[src/rtl/core_lsu_pkg.sv]
// core_lsu_pkg
//   Shared constants for the load/store unit: access size encodings, fault
//   cause codes, FSM state encodings and byte-enable patterns, plus the
//   alignment check used when an access is accepted.
package core_lsu_pkg;

  // Access size encodings (size_i); 2'b11 is reserved and behaves as word
  localparam logic [1:0] SIZE_BYTE = 2'b00;
  localparam logic [1:0] SIZE_HALF = 2'b01;
  localparam logic [1:0] SIZE_WORD = 2'b10;

  // Fault cause codes (fault_cause_o)
  localparam logic [1:0] CAUSE_NONE     = 2'b00;
  localparam logic [1:0] CAUSE_MISALIGN = 2'b01;
  localparam logic [1:0] CAUSE_TIMEOUT  = 2'b10;

  // FSM state encodings
  localparam logic [1:0] ST_IDLE = 2'b00;
  localparam logic [1:0] ST_REQ  = 2'b01;
  localparam logic [1:0] ST_DONE = 2'b10;

  // Byte-enable patterns
  localparam logic [3:0] BE_HALF_LO = 4'b0011;
  localparam logic [3:0] BE_HALF_HI = 4'b1100;
  localparam logic [3:0] BE_WORD    = 4'b1111;

  // Half needs an even address, word (and reserved) needs a 4-byte boundary
  function automatic logic is_misaligned(input logic [1:0] size,
                                         input logic [1:0] addr_lo);
    logic mis;
    case (size)
      SIZE_BYTE: mis = 1'b0;
      SIZE_HALF: mis = addr_lo[0];
      default:   mis = (addr_lo != 2'b00);
    endcase
    return mis;
  endfunction

endpackage

[src/rtl/core_lsu_align.sv]
// core_lsu_align
//   Combinational lane logic for a 32-bit data bus.
//   Ports:
//     size_i      access size encoding
//     addr_lo_i   byte offset within the word (addr[1:0])
//     unsign_i    zero-extend loads when set
//     st_data_i   right-justified store data
//     ld_word_i   raw bus read word
//     be_o        byte enables for the access
//     st_lanes_o  store data replicated into every lane it may occupy
//     ld_data_o   load data shifted down and sign/zero extended
module core_lsu_align
  import core_lsu_pkg::*;
(
  input  logic [1:0]  size_i,
  input  logic [1:0]  addr_lo_i,
  input  logic        unsign_i,
  input  logic [31:0] st_data_i,
  input  logic [31:0] ld_word_i,
  output logic [3:0]  be_o,
  output logic [31:0] st_lanes_o,
  output logic [31:0] ld_data_o
);

  logic [31:0] w_shifted;

  // Move the addressed byte/half down to bit 0
  assign w_shifted = ld_word_i >> {addr_lo_i, 3'b000};

  always_comb begin
    be_o       = BE_WORD;
    st_lanes_o = st_data_i;
    ld_data_o  = w_shifted;
    case (size_i)
      SIZE_BYTE: begin
        be_o       = 4'b0001 << addr_lo_i;
        st_lanes_o = {4{st_data_i[7:0]}};
        ld_data_o  = unsign_i ? {24'h0, w_shifted[7:0]}
                              : {{24{w_shifted[7]}}, w_shifted[7:0]};
      end
      SIZE_HALF: begin
        be_o       = addr_lo_i[1] ? BE_HALF_HI : BE_HALF_LO;
        st_lanes_o = {2{st_data_i[15:0]}};
        ld_data_o  = unsign_i ? {16'h0, w_shifted[15:0]}
                              : {{16{w_shifted[15]}}, w_shifted[15:0]};
      end
      default: begin
        // word and reserved encoding: full lanes, no extension
        be_o       = BE_WORD;
        st_lanes_o = st_data_i;
        ld_data_o  = w_shifted;
      end
    endcase
  end

endmodule

[src/rtl/core_lsu.sv]
// core_lsu
//   Load/store unit behind the execute stage. Accepts one memory operation
//   at a time, runs a single-outstanding req/ack bus access, and returns a
//   one-cycle register write-back or a one-cycle fault pulse.
//   Ports:
//     clk_i, rst_i                      clock, async active-high reset
//     mem_en_i/we_i/size_i/unsign_i     operation from execute
//     addr_i/wdata_i/reg_waddr_i        effective address, store data, rd
//     hold_o                            pipeline stall request
//     mem_req_o/we/addr/be/wdata        bus request side (held until ack)
//     mem_ack_i/mem_rdata_i             bus completion and read data
//     reg_we_o/reg_waddr_o/reg_wdata_o  write-back strobe and payload
//     fault_o/fault_cause_o/fault_addr_o fault pulse and details
module core_lsu
  import core_lsu_pkg::*;
#(
  parameter int DATA_W  = 32,
  parameter int REG_W   = 5,
  parameter int TIMEOUT = 255
) (
  input  logic              clk_i,
  input  logic              rst_i,
  input  logic              mem_en_i,
  input  logic              we_i,
  input  logic [1:0]        size_i,
  input  logic              unsign_i,
  input  logic [DATA_W-1:0] addr_i,
  input  logic [DATA_W-1:0] wdata_i,
  input  logic [REG_W-1:0]  reg_waddr_i,
  output logic              hold_o,
  output logic              mem_req_o,
  output logic              mem_we_o,
  output logic [DATA_W-1:0] mem_addr_o,
  output logic [3:0]        mem_be_o,
  output logic [DATA_W-1:0] mem_wdata_o,
  input  logic              mem_ack_i,
  input  logic [DATA_W-1:0] mem_rdata_i,
  output logic              reg_we_o,
  output logic [REG_W-1:0]  reg_waddr_o,
  output logic [DATA_W-1:0] reg_wdata_o,
  output logic              fault_o,
  output logic [1:0]        fault_cause_o,
  output logic [DATA_W-1:0] fault_addr_o
);

  localparam int CNT_W = $clog2(TIMEOUT + 1);
  localparam logic [CNT_W-1:0] CNT_LAST = CNT_W'(TIMEOUT - 1);
  localparam logic [CNT_W-1:0] CNT_MAX  = CNT_W'(TIMEOUT);

  logic [1:0]        r_state;
  logic [CNT_W-1:0]  r_cnt;
  logic              r_we;
  logic [1:0]        r_size;
  logic              r_unsign;
  logic [DATA_W-1:0] r_addr;
  logic [DATA_W-1:0] r_wdata;
  logic [REG_W-1:0]  r_waddr;
  logic [DATA_W-1:0] r_rdata;
  logic              r_fault;
  logic [1:0]        r_cause;

  logic              w_in_req;
  logic              w_in_done;
  logic [3:0]        w_be;
  logic [31:0]       w_lanes;
  logic [31:0]       w_ld_data;

  assign w_in_req  = (r_state == ST_REQ);
  assign w_in_done = (r_state == ST_DONE);

  core_lsu_align u_align (
    .size_i     (r_size),
    .addr_lo_i  (r_addr[1:0]),
    .unsign_i   (r_unsign),
    .st_data_i  (r_wdata),
    .ld_word_i  (r_rdata),
    .be_o       (w_be),
    .st_lanes_o (w_lanes),
    .ld_data_o  (w_ld_data)
  );

  always_ff @(posedge clk_i or posedge rst_i) begin
    if (rst_i) begin
      r_state  <= ST_IDLE;
      r_cnt    <= '0;
      r_we     <= 1'b0;
      r_size   <= SIZE_BYTE;
      r_unsign <= 1'b0;
      r_addr   <= '0;
      r_wdata  <= '0;
      r_waddr  <= '0;
      r_rdata  <= '0;
      r_fault  <= 1'b0;
      r_cause  <= CAUSE_NONE;
    end else begin
      case (r_state)
        ST_IDLE: begin
          if (mem_en_i) begin
            r_we     <= we_i;
            r_size   <= size_i;
            r_unsign <= unsign_i;
            r_addr   <= addr_i;
            r_wdata  <= wdata_i;
            r_waddr  <= reg_waddr_i;
            r_cnt    <= '0;
            if (is_misaligned(size_i, addr_i[1:0])) begin
              r_fault <= 1'b1;
              r_cause <= CAUSE_MISALIGN;
              r_state <= ST_DONE;
            end else begin
              r_fault <= 1'b0;
              r_cause <= CAUSE_NONE;
              r_state <= ST_REQ;
            end
          end
        end
        ST_REQ: begin
          // Ack takes priority over a timeout in the same cycle
          if (mem_ack_i) begin
            r_rdata <= mem_rdata_i;
            r_state <= ST_DONE;
          end else if (r_cnt == CNT_LAST) begin
            r_fault <= 1'b1;
            r_cause <= CAUSE_TIMEOUT;
            r_state <= ST_DONE;
          end else if (r_cnt != CNT_MAX) begin
            r_cnt <= r_cnt + 1'b1;
          end
        end
        default: begin
          r_state <= ST_IDLE;
        end
      endcase
    end
  end

  // Bus side is driven only while the request is outstanding
  assign mem_req_o   = w_in_req;
  assign mem_we_o    = w_in_req & r_we;
  assign mem_addr_o  = w_in_req ? {r_addr[DATA_W-1:2], 2'b00} : '0;
  assign mem_be_o    = w_in_req ? w_be : 4'b0000;
  assign mem_wdata_o = w_in_req ? DATA_W'(w_lanes) : '0;

  // Stall covers the accept cycle (combinational on mem_en_i) and the wait
  assign hold_o = ((r_state == ST_IDLE) & mem_en_i) | w_in_req;

  // Write-back only for a successful load to a non-zero register
  assign reg_we_o    = w_in_done & ~r_fault & ~r_we & (r_waddr != '0);
  assign reg_waddr_o = reg_we_o ? r_waddr : '0;
  assign reg_wdata_o = reg_we_o ? DATA_W'(w_ld_data) : '0;

  assign fault_o       = w_in_done & r_fault;
  assign fault_cause_o = fault_o ? r_cause : CAUSE_NONE;
  assign fault_addr_o  = fault_o ? r_addr : '0;

endmodule

[config.mk]
export PLATFORM = sky130hd
export DESIGN_NAME = core_lsu
export DESIGN_NICKNAME = d
export VERILOG_FILES = /design/src/rtl/core_lsu_pkg.sv /design/src/rtl/core_lsu_align.sv /design/src/rtl/core_lsu.sv
export SDC_FILE = /design/constraint.sdc
export NUM_CORES = 1
export LEC_CHECK = 0
export ABC_AREA = 1
export CORE_UTILIZATION = 30
export CTS_CLUSTER_DIAMETER = 120
export DETAILED_ROUTE_END_ITERATION = 6
export PLACE_DENSITY = 0.54
export SLEW_MARGIN = 20
export SYNTH_ARGS = -nofsm -noshare
export SYNTH_HDL_FRONTEND = slang
export SYNTH_HIERARCHICAL = 1
export SYNTH_SLANG_ARGS = --single-unit
export TNS_END_PERCENT = 50
[constraint.sdc]
create_clock -name clk_i -period 5.03 [get_ports clk_i]
set_input_delay 0.7545 -clock clk_i [delete_from_list [all_inputs] [get_ports clk_i]]
set_output_delay 0.7545 -clock clk_i [all_outputs]
set_load 0.01 [all_outputs]
# After elaboration in Yosys (flattened, before gate mapping)
# Index checks and enable logic that the tools add are counted.
[totals]
regBits = 118
input_bits = 109
out_inout_bits = 144
wordCells = 81
[classes]
add_sub_neg = 1
eq_ne = 12
n_shift = 2
muxes = 35
bitwise_logic = 9
reduce_logical = 11
[op_table]
columns = ["op", "n"]
rows = [
  ["2-to-1 mux 32 bit", 6],
  ["one-hot mux 32 bit (2 select lines)", 2],
  ["2-to-1 mux 8 bit", 4],
  [">> shifter 32 x 5 -> 32 bit", 1],
  ["one-hot mux 8 bit (2 select lines)", 1],
  ["2-to-1 mux 2 bit", 7],
  ["adder 8 x 1 -> 8 bit, second input constant", 1],
  ["== test 8 bit, second input constant", 1],
  ["2-to-1 mux 4 bit", 2],
  ["inequality test 8 bit, second input constant", 1],
  ["one-hot mux 2 bit (2 select lines)", 2],
  ["one-hot mux 4 bit (2 select lines)", 1],
  ["2-to-1 mux 1 bit", 7],
  ["AND 1 bit", 6],
  ["== test 2 x 1 -> 1 bit, second input constant", 3],
  ["logical NOT 2 bit", 3],
  ["inequality test 2 bit, second input constant", 3],
  ["AND reduction 2 bit", 3],
  ["2-to-1 mux 5 bit", 1],
  ["AND reduction 5 bit", 1],
  ["nonzero test 5 bit", 1],
  ["inequality test 2 x 1 -> 1 bit, second input constant", 2],
  ["one-hot mux 1 bit (2 select lines)", 2],
  ["AND reduction 4 bit", 1],
  ["other kinds (6)", 8],
]

# Logic depth before layout (Yosys ltp)
# Gate-level depths: netlist of run 1.
[depth]
ltp_word = 7
ltp_mapped = 10

# Cells and area by module
# The synthesis of run 1 kept the hierarchy.
[modules_own_cells]
columns = ["mod", "instances", "cells_each", "area_per_inst_um2", "seq_area_each_um2"]
rows = [
  ["core_lsu", 1, 785, 5764.3, 2952.8],
  ["core_lsu_align", 1, 253, 1305.0, 0.0],
]

# Worst setup path before layout of run 1
# No wires, ideal clock.
[synth_timing]
path_type = "register to output"
start = "register r_size[1]"
end = "output reg_wdata_o[31]"
arrival_time_ns = 1.349
t_required_ns = 4.276
path_slack_ns = 2.926
path_stages_with_launch = 10
n_path_buf = 2
path_cell_list = "dfrtp_1 -> buf_6 -> nor2_8 -> inv_2 -> nor2_2 -> nand2_4 -> buf_12 -> nand3_2 -> inv_1 -> nor2_1"
[synth_via]
elab_chain_cells = 3
[synth_lines]
columns = ["element", "line_no", "text"]
rows = [
  ["start, declared", "core_lsu.sv:53", "logic [1:0] r_size;"],
  ["start signal, assigned", "core_lsu.sv:100", "r_size <= size_i;"],
  ["== test 2 x 1 -> 1 bit or logical NOT 2 bit (tied branches)", "core_lsu_align.sv:34", "case (size_i)"],
  ["one-hot mux 32 bit (2 select lines) (*)", "core_lsu_align.sv:34", ""],
  ["named net w_ld_data[31]", "core_lsu.sv:66", "logic [31:0] w_ld_data;"],
  ["2-to-1 mux 32 bit (*)", "core_lsu.sv:150", "assign reg_wdata_o = reg_we_o ? DATA_W'(w_ld_data) : '0;"],
  ["end, declared", "core_lsu.sv:40", "output logic [DATA_W-1:0] reg_wdata_o,"],
]
# The timed path passes the listed nets; every way through them passes the cells marked *.

# Worst setup path after layout of run 1
[layout_timing]
start = "register r_addr[1]"
end = "output reg_wdata_o[31]"
[layout_via]
elab_chain_cells = 4
[layout_lines]
columns = ["element", "line_no", "text"]
rows = [
  ["start, declared", "core_lsu.sv:55", "logic [DATA_W-1:0] r_addr;"],
  ["start signal, assigned", "core_lsu.sv:102", "r_addr <= addr_i;"],
  [">> shifter 32 x 5 -> 32 bit (*)", "core_lsu_align.sv:28", "assign w_shifted = ld_word_i >> {addr_lo_i, 3'b000};"],
  ["2-to-1 mux 32 bit, on equally long branches", "core_lsu_align.sv:44, core_lsu_align.sv:38", ""],
  ["one-hot mux 32 bit (2 select lines) (*)", "core_lsu_align.sv:34", ""],
  ["named net w_ld_data[31]", "core_lsu.sv:66", ""],
  ["2-to-1 mux 32 bit (*)", "core_lsu.sv:150", ""],
]
# Marked as above.

==> results of run 1 <==
-- power groups by stage --
stage / Clock [W] / Combinational [W] / Sequential, W
floorplan: 0 / 0.00194 / 0.00157
global placement: 0 / 0.00268 / 0.00173
detailed placement: 0 / 0.00270 / 0.00173
CTS: 0.00124 / 0.00271 / 0.00172
global route: 0.00128 / 0.00305 / 0.00178
finish: 0.00121 / 0.00266 / 0.00171
-- worst register-to-register path, cell delays in order, from the launching register on --
cell	delay, ps
dfrtp_1	370
inv_1	90
nand2_2	390
inv_2	700
nand2_1	860
nand2_1	260
nand2_1	60
-- per-stage QoR --
step	hold WS, ps	power [W]	util, %
floorplan	441.9	0.003515	-
global placement	459.8	0.004413	42.05
detailed placement	465.2	0.004430	42.05
CTS	480.8	0.005666	44.61
global route	494.9	0.006110	44.61
finish	473.2	0.005585	44.63
-- cell families after synthesis --
logic type / Yosys count / share of synthesized area [%]
AO/OA/AOI/OAI: 76 / 5.752
XOR/XNOR: 1 / 0.1239
adder cells (fa/ha/maj): 2 / 0.3539
buffers and inverters: 208 / 13.43
flip-flops: 118 / 41.77
other: 1 / 0.05305
AND/OR/NAND/NOR: 632 / 38.51
-- cell usage after synthesis --
| cell | instances | share of area (%) |
|---|---|---|
| buf_4 | 14 | 1.5 |
| nand2_2 | 11 | 0.97 |
| nor2_8 | 1 | 0.28 |
| buf_2 | 25 | 1.8 |
| nor2_4 | 2 | 0.32 |
| or2_2 | 1 | 0.089 |
| o21bai_1 | 2 | 0.21 |
| nor2_1 | 126 | 6.7 |
| clkbuf_1 | 18 | 0.96 |
| nor3_1 | 1 | 0.071 |
| or2_1 | 1 | 0.089 |
| buf_12 | 2 | 0.57 |
| o22ai_1 | 1 | 0.089 |
| inv_2 | 6 | 0.32 |
| nand3_2 | 15 | 2.1 |
| xor2_1 | 1 | 0.12 |
| nor2_2 | 32 | 2.8 |
| o211ai_1 | 1 | 0.11 |
| o21ai_0 | 52 | 3.7 |
| nand3b_1 | 1 | 0.11 |
| nor3_2 | 1 | 0.14 |
| dfrtp_1 | 118 | 42 |
| ha_1 | 2 | 0.35 |
| nand2_1 | 374 | 20 |
| nand3_1 | 63 | 4.5 |
| o21ai_1 | 11 | 0.78 |
| buf_6 | 7 | 1.1 |
| inv_1 | 136 | 7.2 |
| a21oi_1 | 2 | 0.14 |
| nand2_4 | 3 | 0.48 |
| a22oi_1 | 7 | 0.74 |
| conb_1 | 1 | 0.053 |
-- flip-flops by register name, indices dropped and copies added (netlist names) --
signal,flops
r_cnt,8
r_waddr,5
r_we,1
r_wdata,32
r_cause,2
r_fault,1
r_state,2
r_rdata,32
r_unsign,1
r_size,2
r_addr,32
-- layout make-up --
type	instances	area (um^2)
diodes	2	5.005
clock buffers	17	425.4
clock inverters	15	157.7
fillers	2455	12650
inverters	142	535.5
multi-input cells	713	3173
flip-flops and latches	118	2953
well taps	313	391.6
repair buffers	257	2555
-- worst min path at each step --
stage	from	to	slack, ps	depth (start not counted)
after detailed placement	r_wdata[23]	r_wdata[23]	470	2
after global placement	r_rdata[25]	r_rdata[25]	460	2
final	r_rdata[7]	r_rdata[7]	470	2
after global routing	r_wdata[31]	r_wdata[31]	490	2
after floorplan	r_rdata[24]	r_rdata[24]	440	2
after CTS	r_wdata[23]	r_wdata[23]	480	2
-- layer usage --
| layer | up-vias | wire length [um] | GRT usage [%] |
|---|---|---|---|
| li1 | 3527 | - | - |
| met1 | 3077 | 10170 | 25.00 |
| met2 | 236 | 10560 | 32.56 |
| met3 | 26 | 1621 | 5.153 |
| met4 | 0 | 464 | 6.162 |
| met5 | - | 0 | 0 |
-- placed cells by master (no fill, tap or decap), drive strengths merged, types with 2 or more instances in the layout --
master,count
or2,2
clkbuf,17
inv,143
ha,2
a21oi,2
nor2,161
conb,2
o21ai,63
clkinvlp,4
a22oi,7
clkinv,8
buf,7
bufinv,2
nor3,2
diode,2
dfrtp,118
o21bai,2
nand3,78
clkdlybuf4s50,250
nand2,388
==> results.cfg, run 1 <==
[routing]
drc = 0
drt_first_pass_iters = 5
final_antenna_net_count = 0
drt-initial-drc-count = 367
via_per_inst = 4.354
finalWirelength_um = 22820
wl_per_cell_um = 14.47
vias = 6866

[critical_path]
r2r_setup_slack_ps = 2190
critPathBufInv = 2
worstPathMaxFanout = 23
crit_start = r_addr[1]
r2r-start = r_state[1]
crit_slowest_cell = dfrtp_1
path_depth = 8
crit_type = reg2out
crit_end = reg_wdata_o[31]
worstSetupStartpointType = register
endpoint_kind = output port
path_cells = nor2_2 > nand2_1 > nand3_2 > nand2_4 > nand3_2 > inv_1 > nor2_1 > clkdlybuf4s50_1
r2r_cells = 6
r2r_end = r_rdata[29]
cp_top_family = simple AND/OR/NAND/NOR gates
cp.arrival_ps = 3040
slowest_delay_ps = 700
crit_path_frequent_cell = nand3_2
worstPathRequired_ps = 4280

[timing]
setup-violations-final = 0
fmax_mhz = 263.7
finalWorstSetupSlack_ps = 1237
setup_tns_ps = 0
max_slew.worst_pin.slew_ps = 1071
finalMaxSlewViolations = 0
period_needed_ps = 3793
hold_viol_final = 0
skew_ps = 12.82
period_share_pct = 75.40
rsz0062_at_grt = no
slew_headroom_pct = 28.42

[grt]
grt_first_pass_wirelength_um = 36930
grt-ovfl-total = 0
antenna_found_initial = 1
grt_use_total_pct = 19.69
grt_max_degree = 51
first_global_vias = 6862

[pwr]
power_density_nw_per_um2 = 547.7
switching_share_pct = 44.14
irDropWorstVdd_mv = 0.2101
p_sw_w = 0.002465
clkPwrFrac_pct = 21.7
p_int_w = 0.003120
p_leak_nw = 4.927
p_seq_share_pct = 30.7
pwr-share-comb_pct = 47.6

[placement]
dp_hpwl_um = 16810
placedCellCount = 1543
gp_congestion = 0.8325
port_buffers = 250
preCtsSetupSlack_ps = 1679
dpl_cell_area_um2 = 9608

[synthesis]
yosysWarnings = 6
syn-instance-count = 1038
synth-seq-cells = 118
syn_area_per_cell_um2 = 6.810
ys_types = 32
syn_area_um2 = 7069
ys_seq_area_share_pct = 41.77

[min_path]
worstHoldPathType = reg2reg

[die]
floorplan.core_area_um2 = 22850
die_x_um = 155.5
start_util_pct = 30.94
rows = 55
dieArea_um2 = 24180
die_h_um = 155.5
io_pins = 253

[finish]
stdcell_area_um2 = 10200
drive_gt1_share_pct = 9.033
area_growth_pct = 44.23
final_nets = 1360
stdcell_count = 1577

[cts]
cts.path.max_buffers = 2
cts_buffers = 17
cts_tree = done
cts.clk_slew.worst_paths_ps = 50
clock_sinks = 118
cts-root-buf = clkbuf_16
cts_setup_buffers = 0
cts_max_level = 4
clk_latency_ps = 420
cts.repair.resized = 0
hold_buffers = 0

[outcome]
outcome = completed

[job]
cap_violations = 0
(Power assumes the default switching activity.)
==> run 2: changes to the inputs <==
Settings changed: PLACE_DENSITY 0.54 to 0.57.
Clock period 5.03 ns to 3.23 ns, I/O delays scaled along.
==> run 2 against run 1 <==
Setup slack got worse by 990 ps. Core utilization rose by 0.73 points. Cell count rose by 0.63%. Non-clock buffer count rose by 11. Critical path type unchanged. Largest cell class unchanged. Largest power group unchanged.
==> results.cfg, run 2 (synthesized netlist as in run 1, its figures left out) <==
[critical_path]
worstPathMaxFanout = 16
r2r-start = r_state[1]
cp_top_family = buffers and inverters
crit_type = reg2out
crit_slowest_cell = clkdlybuf4s50_1
worstPathRequired_ps = 2750
critPathBufInv = 3
crit_start = r_size[1]
endpoint_kind = output port
cp.arrival_ps = 2500
worstSetupStartpointType = register
path_cells = clkinv_2 > nor2_4 > nand3_1 > nand3_2 > inv_1 > nor2_1 > clkdlybuf4s50_1
slowest_delay_ps = 550

[job]
cap_violations = 0

[placement]
port_buffers = 250
dpl_cell_area_um2 = 9729
gp_congestion = 0.8615
dp_hpwl_um = 17090

[pwr]
switching_share_pct = 43.41
clkPwrFrac_pct = 22.6
p_leak_nw = 5.017
power_w = 0.008940
p_sw_w = 0.003881
p_seq_share_pct = 29.2
pwr-share-comb_pct = 48.2
p_int_w = 0.005059
irDropWorstVdd_mv = 0.3596
power_density_nw_per_um2 = 862.6

[timing]
max_slew.worst_pin.slew_ps = 899.4
setup_tns_ps = 0
rsz0062_at_grt = no
period_share_pct = 92.44
slew_headroom_pct = 39.91
skew_ps = 9.022
setup-violations-final = 0
period_needed_ps = 2986
finalMaxSlewViolations = 0
fmax_mhz = 334.9
hold_viol_final = 0

[cts]
cts.clk_slew.worst_paths_ps = 60
cts_setup_buffers = 0
cts.repair.resized = 0
cts.path.max_buffers = 2
clk_latency_ps = 420
cts-root-buf = clkbuf_16
cts_tree = done
hold_buffers = 0
cts_max_level = 4
clock_sinks = 118
cts_buffers = 17

[finish]
final_nets = 1371
area_growth_pct = 46.60
final_cell_mix = nand2_1, clkdlybuf4s50_1, inv_1
layout_commonest_cell = nand2_1
n_fill_cell = 2406
seqCellArea_um2 = 2954
drive_gt1_share_pct = 9.898
multiInputGateArea_um2 = 3173
stdcell_area_um2 = 10360
top_regs = r_addr (32), r_rdata (32), r_wdata (32)

[routing]
drt_first_pass_iters = 4
via_per_inst = 4.375
final_antenna_net_count = 0
vias = 6943
wl_per_cell_um = 14.35
finalWirelength_um = 22780
drc = 0
drt-initial-drc-count = 296

[die]
dieArea_um2 = 24180
die_h_um = 155.5
die_x_um = 155.5
floorplan.core_area_um2 = 22850
io_pins = 253
rows = 55
start_util_pct = 30.94

[outcome]
outcome = completed

[grt]
grt_first_pass_wirelength_um = 36670
grt_use_total_pct = 19.53
first_global_vias = 6919
antenna_found_initial = 1
grt_max_degree = 43
grt-ovfl-total = 0

[min_path]
hp-start = r_rdata[30]
worstHoldPathType = reg2reg
-- run 2: path summary, 6_finish.rpt --
check | cells after the start | to | slack, ps
min reg2reg | 2 | r_rdata[30] | 480
min in group asynchronous | 2 | r_addr[29] | 610
max reg2reg | 8 | r_cnt[7] | 1320
min | 2 | r_rdata[30] | 480
max in group asynchronous | 3 | r_wdata[5] | 1920
max | 7 | reg_wdata_o[31] | 240
-- run 2: worst register-to-register path: stages, from the launching register on --
cell,delay (ps)
dfrtp_1,370
inv_1,90
nand2_2,60
buf_4,240
inv_2,110
buf_4,370
nand3_1,160
nand2_2,240
o21ai_0,140
-- run 2: through the flow --
stage                     utilization, %  hold slack [ps]  cells  setup WS (ps)
after floorplan                        -            441.9   1039           1304
after global placement             42.58            459.5   1554          590.2
after detailed placement           42.58            462.6   1554          531.7
after CTS                          45.34            476.8   1586          80.82
after global routing               45.36            500.6   1587          48.40
final                              45.36            478.2   1587          244.1
-- run 2: power groups by stage --
| stage | combinational, W | sequential (W) | clock, W |
|---|---|---|---|
| floorplan | 0.00302 | 0.00245 | 0 |
| global placement | 0.00430 | 0.00262 | 0 |
| detailed placement | 0.00435 | 0.00263 | 0 |
| CTS | 0.00436 | 0.00261 | 0.00208 |
| global route | 0.00490 | 0.00271 | 0.00214 |
| finish | 0.00431 | 0.00261 | 0.00202 |
-- run 2: layout make-up --
type | count | area share, %
Clock inverter | 14 | 1.835
Timing Repair Buffer | 268 | 25.81
Antenna cell | 1 | 0.02415
Sequential cell | 118 | 28.50
Multi-Input combinational cell | 713 | 30.62
Inverter | 142 | 5.191
Clock buffer | 18 | 4.238
Tap cell | 313 | 3.779
-- run 2: routing by layer --
| metal | vias up | global-route usage (%) | wire length, um |
|---|---|---|---|
| met2 | 220 | 33.14 | 10780 |
| li1 | 3552 | - | - |
| met4 | 0 | 5.929 | 382 |
| met5 | - | 0 | 0 |
| met3 | 23 | 4.958 | 1492 |
| met1 | 3148 | 24.28 | 10120 |
==> run 3: changes to the inputs <==
Settings changed: SKIP_LAST_GASP set to 1.
==> results of run 3 <==
Same layout as run 2: the final DEF is identical, and so are final timing and power.
